`src/rtl/input_debounce_bank.sv`:
```
// Multi-channel switch/button debouncer with edge, toggle and long-press detection.
// Latency: SYNC_STAGES flops, then STABLE_TICKS sample ticks (TICK_DIV cycles each) before the level flips.
// Backpressure: none; free-running, every output is a registered level or 1-cycle strobe.
//
// Ports:
//   CLOCK       system clock
//   rst_n       asynchronous active-low reset
//   raw_in      unsynchronised pin inputs, one bit per channel
//   level       debounced level per channel
//   rise/fall   1-cycle strobes on level 0->1 / 1->0
//   toggle      inverts on every rise
//   long_press  1-cycle strobe once level has been 1 for LONG_TICKS ticks
//   any_change  OR of all rise|fall strobes, same cycle
//   tick        sample-tick strobe, exported for sharing/debug
module input_debounce_bank #(
    parameter int                     CHANNELS     = 16,
    parameter int                     SYNC_STAGES  = 2,
    parameter int                     TICK_DIV     = 100_000,
    parameter int                     STABLE_TICKS = 10,
    parameter int                     LONG_TICKS   = 1000,
    parameter logic [CHANNELS-1:0]    INIT_LEVEL   = '0
) (
    input  logic                CLOCK,
    input  logic                rst_n,
    input  logic [CHANNELS-1:0] raw_in,
    output logic [CHANNELS-1:0] level,
    output logic [CHANNELS-1:0] rise,
    output logic [CHANNELS-1:0] fall,
    output logic [CHANNELS-1:0] toggle,
    output logic [CHANNELS-1:0] long_press,
    output logic                any_change,
    output logic                tick
);

    localparam int PW = (TICK_DIV > 1) ? $clog2(TICK_DIV) : 1;
    localparam int CW = $clog2(STABLE_TICKS + 1);
    localparam int HW = $clog2(LONG_TICKS + 1);

    localparam logic [PW-1:0] PRE_LAST  = PW'(TICK_DIV - 1);
    localparam logic [CW-1:0] CNT_LAST  = CW'(STABLE_TICKS - 1);
    localparam logic [HW-1:0] HOLD_MAX  = HW'(LONG_TICKS);
    localparam logic [HW-1:0] HOLD_LAST = HW'(LONG_TICKS - 1);

    // ------------------------------------------------------------------
    // Input synchroniser: stage 0 takes raw_in, last stage feeds the filter.
    // ------------------------------------------------------------------
    logic [SYNC_STAGES-1:0][CHANNELS-1:0] r_sync;
    logic [CHANNELS-1:0]                  w_s;

    always_ff @(posedge CLOCK or negedge rst_n) begin
        if (!rst_n) begin
            r_sync <= '0;
        end else begin
            r_sync <= {r_sync[SYNC_STAGES-2:0], raw_in};
        end
    end

    assign w_s = r_sync[SYNC_STAGES-1];

    // ------------------------------------------------------------------
    // Tick prescaler. The strobe is registered, so it appears in the cycle
    // after the count reaches its last value; filters act on that cycle.
    // ------------------------------------------------------------------
    logic [PW-1:0] r_pre;
    logic          r_tick;

    always_ff @(posedge CLOCK or negedge rst_n) begin
        if (!rst_n) begin
            r_pre  <= '0;
            r_tick <= 1'b0;
        end else begin
            r_tick <= (r_pre == PRE_LAST);
            r_pre  <= (r_pre == PRE_LAST) ? '0 : r_pre + PW'(1);
        end
    end

    // ------------------------------------------------------------------
    // Per-channel stable-time filter and long-press hold counter.
    // ------------------------------------------------------------------
    logic [CHANNELS-1:0][CW-1:0] r_cnt;
    logic [CHANNELS-1:0][CW-1:0] w_cnt_nxt;
    logic [CHANNELS-1:0][HW-1:0] r_hold;
    logic [CHANNELS-1:0][HW-1:0] w_hold_nxt;
    logic [CHANNELS-1:0]         w_flip;
    logic [CHANNELS-1:0]         w_lp_nxt;

    logic [CHANNELS-1:0] r_level;
    logic [CHANNELS-1:0] r_rise;
    logic [CHANNELS-1:0] r_fall;
    logic [CHANNELS-1:0] r_toggle;
    logic [CHANNELS-1:0] r_lp;
    logic                r_any;

    always_comb begin
        w_cnt_nxt  = r_cnt;
        w_hold_nxt = r_hold;
        w_flip     = '0;
        w_lp_nxt   = '0;
        for (int i = 0; i < CHANNELS; i++) begin
            // Any tick sample matching the current level restarts the window,
            // so only an unbroken run of differing samples flips the level.
            if (r_tick) begin
                if (w_s[i] == r_level[i]) begin
                    w_cnt_nxt[i] = '0;
                end else if (r_cnt[i] == CNT_LAST) begin
                    w_flip[i]    = 1'b1;
                    w_cnt_nxt[i] = '0;
                end else begin
                    w_cnt_nxt[i] = r_cnt[i] + CW'(1);
                end
            end
            // Saturating at LONG_TICKS is what stops long_press from repeating
            // until the level has dropped (clearing the count) and risen again.
            if (!r_level[i]) begin
                w_hold_nxt[i] = '0;
            end else if (r_tick && (r_hold[i] != HOLD_MAX)) begin
                w_hold_nxt[i] = r_hold[i] + HW'(1);
                w_lp_nxt[i]   = (r_hold[i] == HOLD_LAST);
            end
        end
    end

    always_ff @(posedge CLOCK or negedge rst_n) begin
        if (!rst_n) begin
            r_cnt    <= '0;
            r_hold   <= '0;
            r_level  <= INIT_LEVEL;
            r_toggle <= INIT_LEVEL;
            r_rise   <= '0;
            r_fall   <= '0;
            r_lp     <= '0;
            r_any    <= 1'b0;
        end else begin
            r_cnt    <= w_cnt_nxt;
            r_hold   <= w_hold_nxt;
            // Strobes are registered alongside the level so they line up with
            // the first cycle the new level is visible.
            r_level  <= r_level ^ w_flip;
            r_rise   <= w_flip & ~r_level;
            r_fall   <= w_flip & r_level;
            r_toggle <= r_toggle ^ (w_flip & ~r_level);
            r_lp     <= w_lp_nxt;
            r_any    <= |w_flip;
        end
    end

    assign level      = r_level;
    assign rise       = r_rise;
    assign fall       = r_fall;
    assign toggle     = r_toggle;
    assign long_press = r_lp;
    assign any_change = r_any;
    assign tick       = r_tick;

endmodule
```
`config.mk`:
```
export PLATFORM = sky130hd
export DESIGN_NAME = input_debounce_bank
export DESIGN_NICKNAME = d
export VERILOG_FILES = /design/src/rtl/input_debounce_bank.sv
export SDC_FILE = /design/constraint.sdc
export NUM_CORES = 1
export LEC_CHECK = 0
export BUFFER_PORTS_ARGS = -buffer_cell sky130_fd_sc_hd__buf_2
export CORE_ASPECT_RATIO = 1.25
export CORE_MARGIN = 5
export CORE_UTILIZATION = 55
export DETAILED_ROUTE_END_ITERATION = 7
export PLACE_DENSITY = 0.71
export SLEW_MARGIN = 20
export SYNTH_ARGS = -nofsm -noshare
export SYNTH_HDL_FRONTEND = slang
export SYNTH_SLANG_ARGS = --single-unit
```
`constraint.sdc`:
```
create_clock -name CLOCK -period 2.05 [get_ports CLOCK]
set_input_delay 0.205 -clock CLOCK [delete_from_list [all_inputs] [get_ports CLOCK]]
set_output_delay 0.205 -clock CLOCK [all_outputs]
set_load 0.01 [all_outputs]
```
=== After elaboration in Yosys (flattened, before gate mapping) ===
Index checks and enable logic that the tools add are counted.

* $add $sub $neg: 33
* Equality and inequality tests: 81
* Multiplexer cells: 145
* Bitwise logic cells: 5
* Reductions and logical operators: 17

{| class="wikitable"
|+ Operators with widths
! kind !! number
|-
| $mux W10 || 32
|-
| $add A10 B1 Y10 const B || 16
|-
| $eq A10 B10 Y1 const B || 16
|-
| $ne A10 B10 Y1 const B || 16
|-
| $mux W4 || 32
|-
| $mux W1 || 80
|-
| $add A4 B1 Y4 const B || 16
|-
| $eq A4 B4 Y1 const B || 16
|-
| $and A16 B16 Y16 || 2
|-
| $ne A2 B1 Y1 const B || 16
|-
| $xor A16 B16 Y16 || 2
|-
| $add A17 B1 Y17 const B || 1
|-
| $eq A17 B17 Y1 const B || 1
|-
| $mux W17 || 1
|-
| $eq A1 B1 Y1 || 16
|-
| $logic_and A1 B1 Y1 || 16
|-
| $not A16 Y16 || 1
|-
| $reduce_or A16 Y1 || 1
|}

* Bits in registers: 355
* Bits of input ports: 18
* Output and inout port bits: 82
* Word-level logic and storage cells: 323

=== Longest topological paths before layout ===
Gate-level depths: netlist (run 1).

* Depth in word-level cells: 6
* Depth in mapped cells: 7
* Gate-level depth less buffers: 6

=== Worst setup path after synthesis (run 1) ===
Ideal clock, no wire load.

* Path type: reg2reg
* Start point: register r_pre[11]
* End point: register r_pre[1]
* Setup time: 0.119 ns
* Arrival: 1.482 ns
* Data required time: 1.931 ns
* Setup slack: 0.449 ns
* Cell stages (with the launch flop): 4
* Path buffers: 0
* Period minus slack after synthesis: 1.601 ns
* Cell sequence: dfrtp_1 > or4b_1 > or4_1 > and2_1

* Longest elaborated chain between the ends: 2

{| class="wikitable"
|+ RTL lines
! what !! RTL line !! RTL
|-
| start: declaration || 64 || <nowiki>logic [PW-1:0] r_pre;</nowiki>
|-
| start signal: assignment || 73 || <nowiki>r_pre <= (r_pre == PRE_LAST) ? '0 : r_pre + PW'(1);</nowiki>
|-
| $eq A17 B17 Y1 || 73 ||
|-
| $mux W17 || 73 ||
|}

Every way passes these cells.
A chain may end at the register's enable or synchronous reset.

=== Worst setup path in the final report (run 1) ===
* Start point: register r_cnt[56] in the netlist's numbering
* End point: register r_any, in the netlist any_change

* Longest elaborated chain between the ends: 5

{| class="wikitable"
|+ RTL lines
! what !! RTL line !! RTL
|-
| start: declaration || 80 || <nowiki>logic [CHANNELS-1:0][CW-1:0] r_cnt;</nowiki>
|-
| start signal: assignment || 134 || <nowiki>r_cnt <= w_cnt_nxt;</nowiki>
|-
| $eq A4 B4 Y1 || 105 || <nowiki>end else if (r_cnt[i] == CNT_LAST) begin</nowiki>
|-
| $mux W1 || 105 ||
|-
| $mux W1 || 103 || <nowiki>if (w_s[i] == r_level[i]) begin</nowiki>
|-
| $mux W1 || 102 || <nowiki>if (r_tick) begin</nowiki>
|-
| $reduce_or A16 Y1 || 143 || <nowiki>r_any <= |w_flip;</nowiki>
|-
| end signal: assignment || 143 ||
|-
| end: declaration || 92 || <nowiki>logic r_any;</nowiki>
|}

Every way passes these cells.

==> impl_metrics.csv, run 1 <==
group,metric,value,unit
run_status,status,"finished, final reports clean",
setup_path,timing.rr.start,"r_cnt[56]",
synth,synthesis.area,16700,µm²
timing,setup_viol,0,
cells_and_area,nNetsFinal,1819,
setup_path,reg2reg_to,"any_change",
timing,fin_crit_sh,0.951,
timing,skew,0.0128,ns
global_route,grt_util_all_layers,0.187,
synth,synth_cell_types,48,
synth,ys.flop_type,"dfrtp_1",
power,ir_drop,712,µV
global_route,grt_pass1_wl,54300,µm
timing,hold_viol_final,0,
synth,syn-num-nets,1673,
routing,drc,0,
routing,vias,11500,
floorplanning,ios,100,
global_route,grt_antenna_before_repair,0,
place,dp.cells,2048,
floorplanning,die_y,205,µm
timing,rsz0062_at_grt,"false",
synth,syn_area_per_cell,10.7,µm²
timing,worst_slew_pin_slew,0.562,ns
place,dp_hpwl,21600,µm
clock_network,clock_path_buffers,3,
setup_path,crit_start,"r_cnt[56]",
cells_and_area,syn_to_final_growth,15.6,%
cells_and_area,layout_common_cells,"dfrtp_1 (354), nor2_1 (148), buf_2 (98)",
routing,drt-pass1-iter-count,5,
routing,drt_iter0_markers,669,
floorplanning,die-area,33900,µm²
clock_network,cts.sinks,355,
timing,post-route-min-period,1.95,ns
floorplanning,num_rows,71,
setup_path,start_kind,"flop",
place,dpl_cell_area,17900,µm²
routing,ant_nets,0,
routing,post_drt_wl_per_cell,14.9,µm
routing,viasPerCell,5.42,
clock_network,cts_buffers,38,
timing,slew_headroom,0.622,
power,p_leak,8.66,nW
cells_and_area,nFillCells,2439,
timing,slew_violations,0,
cells_and_area,drive_gt1_frac,0.121,
setup_path,worst-path-max-fanout,4,
cells_and_area,final_area,19300,µm²
synth,synth_cells,1558,
synth,synth-seq-cells,355,
power,finalPower,14.2,mW
setup_path,crit_path_end_kind,"flop",
flow_run,maxCapViolCount,0,
cells_and_area,fin_util,0.643,
global_route,grt_pass1_vias,11700,
hold_path,hold_class,"in -> async",
cells_and_area,num_antenna_cells,0,
timing,fmax,0.513,GHz
clock_network,cts_tree,"built",
synth,synth_seq_area_share,0.532,
timing,tns,0,ns
clock_network,post_cts_buffers,0,
clock_network,h-tree-depth,2,
clock_network,cts.clk_slew.worst_paths,0.06,ns
setup_path,crit_arrival,2.32,ns
setup_path,cp_data_required_time,2.42,ns
routing,wl,31700,µm
place,place_congestion,0.822,
clock_network,clock_latency,0.53,ns
floorplanning,start_util,0.556,
floorplanning,dieWidth,166,µm
clock_network,root_buffer,"clkbuf_16",
cells_and_area,final-instance-count-excl-fill,2130,
synth,synthArstFlopShare,1.00,
synth,yosysWarnings,0,
floorplanning,core,30000,µm²
synth,synth_edf_count,0,
setup_path,reg2reg_depth,5,
place,port_buffers,99,
setup_path,r2r_slack,0.10,ns
global_route,grt_max_degree,70,
power,p_per_area,737,nW/µm²
setup_path,path_class,"reg -> reg",
global_route,overflow,0,
cells_and_area,final_common_cell,"dfrtp_1",
-- repair_timing --
action | in CTS | in global routing
setup endpoints to repair | 0 | 0
gates resized for setup | 0 | 0
hold buffers | 17 | 0
endpoints found under the hold margin | 57 | 0
-- final cells by class --
class / instances / area (µm²) / share of cell area
Sequential cell: 355 / 8890 / 0.461
Clock inverter: 15 / 189 / 0.00979
Multi-Input combinational cell: 1066 / 7270 / 0.377
Timing Repair Buffer: 145 / 1010 / 0.0521
Tap cell: 401 / 502 / 0.0260
Clock buffer: 50 / 1070 / 0.0553
Inverter: 98 / 368 / 0.0191
-- through the flow --
stage               worst slack (ns)  hold WS, ns
finish                         0.100        0.208
global route                 0.00120        0.251
CTS                           0.0875        0.215
detailed placement            0.0940        0.180
global placement               0.172        0.176
floorplan                      0.449      -0.0906
-- power by group --
group          switching (mW)  internal (mW)  total [mW]
Clock                    2.72           4.17        6.90
Sequential             0.0218           7.04        7.06
Combinational           0.175         0.0891       0.265
-- synth_stat cells (3+ instances only) --
cell type	n	area, µm²
nand2b_1	48	300
dfrtp_1	355	8880
xnor2_1	97	850
nor2_1	148	556
o31ai_1	27	203
buf_2	10	50.1
nor4_1	13	81.3
nor3b_1	15	113
nand4b_1	13	114
nand4_1	53	332
o22ai_1	16	100
or4b_2	9	90.1
and3b_1	15	131
ha_1	97	1210
o21ai_0	73	365
nor3_1	69	345
clkbuf_1	22	82.6
nand3_1	59	295
xor2_1	69	604
nand3b_1	8	60.1
mux2i_1	29	290
a21oi_1	35	175
inv_1	95	357
buf_1	6	22.5
or3_1	37	231
o2bb2ai_1	16	140
nand2_1	81	304
o41ai_2	3	48.8
and3_1	16	100
-- worst max-delay path: stages, from the launching register on --
cell,delay [ns]
dfrtp_1,0.42
ha_1,0.21
and3b_1,0.20
and3_1,0.24
nor4_1,0.55
nand4_1,0.18
-- flip-flops by register name, summed over array words and instances (netlist names), 16 cells and up --
name        count
fall           16
level          16
long_press     16
r_cnt          64
r_hold        160
r_pre          17
r_sync         16
rise           16
toggle         16
w_s            16
-- worst max-delay path by stage --
stage | to | slack [ns] | cells past startpoint
after global routing | any_change | 0.001 | 5
after global placement | any_change | 0.17 | 5
final | any_change | 0.10 | 5
after detailed placement | any_change | 0.09 | 5
after floorplan | r_pre[1] | 0.45 | 3
after CTS | any_change | 0.09 | 5
-- kinds of logic (layout without fill, tap and decap cells) --
family / after synthesis / count (layout) / share of synthesized area
buffers and inverters: 137 / 308 / 0.0318
AO/OA/AOI/OAI: 175 / 175 / 0.0664
multiplexers: 30 / 30 / 0.0181
XOR/XNOR: 166 / 166 / 0.0871
AND/OR/NAND/NOR: 598 / 598 / 0.192
adder cells (fa/ha/maj): 97 / 97 / 0.0727
flip-flops: 355 / 355 / 0.532
-- per-layer routing --
| layer | routed length [µm] | GRT usage | up-vias |
|---|---|---|---|
| met5 | 0 | 0 | - |
| met1 | 14000 | 0.240 | 5668 |
| met3 | 1120 | 0.0328 | 48 |
| met2 | 15800 | 0.329 | 169 |
| met4 | 689 | 0.0548 | 0 |
| li1 | - | - | 5654 |
Power figures use the tool's default switching activity.
==> run 2: changes to the inputs <==
==> constraint.sdc (replaced) <==
create_clock -name CLOCK -period 2.05 [get_ports CLOCK]
set_input_delay 0.205 -clock CLOCK [delete_from_list [all_inputs] [get_ports CLOCK]]
set_output_delay 0.205 -clock CLOCK [all_outputs]
set_load 0.1 [all_outputs]
==> impl_metrics.csv, run 2 (same netlist as run 1, synthesis figures left out) <==
group,metric,value,unit
timing,setup_viol,0,
floorplanning,die-area,33900,µm²
clock_network,cts_buffers,36,
global_route,overflow,0,
power,clock_power_share,0.478,
timing,hold_viol_final,0,
timing,slew_violations,0,
routing,wl,31400,µm
global_route,grt_max_degree,77,
timing,fin_crit_sh,0.899,
setup_path,crit_chain,"ha_1, and3b_1, and3_1, nor4_1, buf_4, nand4_1",
power,p_per_area,728,nW/µm²
setup_path,critical_path.top_delay_family,"simple AND/OR/NAND/NOR gates",
setup_path,cpPeakStageDelay,0.42,ns
cells_and_area,final_common_cell,"dfrtp_1",
global_route,grt_util_all_layers,0.188,
setup_path,worst-path-max-fanout,4,
timing,tns,0,ns
power,pwr-share-comb,0.018,
routing,viasPerCell,5.44,
clock_network,cts.clk_slew.worst_paths,0.06,ns
clock_network,root_buffer,"clkbuf_16",
cells_and_area,drive_gt1_frac,0.119,
routing,vias,11600,
floorplanning,core,30000,µm²
power,ir_drop,694,µV
cells_and_area,nFillCells,2448,
routing,drt_iter0_markers,456,
place,dpl_cell_area,17900,µm²
routing,ant_nets,0,
global_route,grt_pass1_vias,11600,
cells_and_area,syn_to_final_growth,15.3,%
cells_and_area,regMostFlops,"r_hold",
setup_path,path_class,"reg -> reg",
cells_and_area,final_area,19200,µm²
setup_path,crit_path_end_kind,"flop",
clock_network,clock_latency,0.52,ns
cells_and_area,nNetsFinal,1817,
setup_path,start_kind,"flop",
clock_network,clock_path_buffers,3,
timing,rsz0062_at_grt,"false",
power,internal_power,11.2,mW
floorplanning,start_util,0.556,
power,netSwitchingFraction,0.197,
global_route,grt_pass1_wl,54600,µm
clock_network,cts_tree,"built",
timing,fmax,0.543,GHz
cells_and_area,largest_reg_flops,160,
clock_network,cts.sinks,355,
cells_and_area,top_regs,"r_hold (160), r_cnt (64), r_pre (17)",
routing,post_drt_wl_per_cell,14.8,µm
setup_path,cp_data_required_time,2.43,ns
clock_network,h-tree-depth,2,
floorplanning,die_y,205,µm
hold_path,hold_class,"in -> async",
routing,drt-pass1-iter-count,5,
setup_path,crit_buf_inv,1,
place,port_buffers,99,
power,p_leak,8.62,nW
clock_network,cts.repair.resized,0,
floorplanning,num_rows,71,
timing,worst_slew_pin_slew,0.538,ns
timing,skew,0.0138,ns
timing,slew_headroom,0.641,
flow_run,maxCapViolCount,0,
global_route,grt_antenna_before_repair,0,
floorplanning,dieWidth,166,µm
routing,drc,0,
cells_and_area,num_antenna_cells,0,
place,place_congestion,0.850,
timing,post-route-min-period,1.84,ns
power,power_frac_seq,0.504,
place,dp_hpwl,21600,µm
run_status,status,"finished, final reports clean",
setup_path,crit_arrival,2.22,ns
clock_network,post_cts_buffers,0,
power,p_switching,2.76,mW
cells_and_area,layout_common_cells,"dfrtp_1 (352), nor2_1 (148), xnor2_1 (97), ha_1 (97), buf_2 (97)",
setup_path,crit_slowest_cell,"dfrtp_1",
floorplanning,ios,100,
cells_and_area,fin_util,0.641,
[run 2: cell types whose count changed in the layout (fill, tap and decap cells not counted), sizes merged]
cell and change:
clkbuf +4, inv -2, clkinv -6, clkinvlp -1
[run 2: timing repair]
action	4_1_cts	5_1_grt
endpoints found under the hold margin	71	0
endpoints found under the setup margin	0	0
hold buffers	17	0
[run 2: per-stage QoR]
stage / cells / setup slack [ns] / total power [mW] / hold slack, ns
6_report: 2125 / 0.208 / 14.0 / 0.236
5_1_grt: 2125 / 0.0933 / 14.5 / 0.298
4_1_cts: 2125 / 0.219 / 14.2 / 0.243
3_5_place_dp: 2048 / 0.252 / 7.43 / 0.202
3_3_place_gp: 2048 / 0.315 / 7.43 / 0.203
2_1_floorplan: 1558 / 0.00789 / 7.23 / -0.0906
[run 2: path summary, 6_finish.rpt]
check                         endpoint  cells past startpoint        from  slack, ns
max in group asynchronous         tick                      3       rst_n       1.07
setup reg to reg            any_change                      6   r_cnt[56]       0.21
hold reg to reg                w_s[12]                      0  r_sync[12]       0.35
min in group CLOCK           r_sync[1]                      2   raw_in[1]       0.32
setup / recovery            any_change                      6   r_cnt[56]       0.21
hold / removal             r_hold[105]                      2       rst_n       0.24
[run 2: layout make-up]
class | count | area (µm²) | area share
clock buffer | 54 | 1080 | 0.0561
clock inverter | 6 | 130 | 0.00676
inverter | 98 | 368 | 0.0191
multi-input combinational | 1066 | 7270 | 0.378
sequential | 355 | 8890 | 0.462
tap | 401 | 502 | 0.0261
timing repair buffer | 145 | 996 | 0.0518
[run 2: power groups by stage]
stage | Clock [mW] | Combinational [mW] | Sequential [mW]
CTS | 6.90 | 0.272 | 7.06
global route | 7.17 | 0.306 | 7.06
floorplan | 0 | 0.0440 | 7.18
global placement | 0 | 0.242 | 7.19
finish | 6.69 | 0.258 | 7.06
detailed placement | 0 | 0.246 | 7.19
[run 2: routing by layer]
layer | wire length (µm) | vias up | global-route usage
li1 | - | 5634 | -
met1 | 13400 | 5704 | 0.235
met2 | 16200 | 166 | 0.337
met3 | 1190 | 52 | 0.0351
met4 | 656 | 0 | 0.0528
met5 | 0 | - | 0
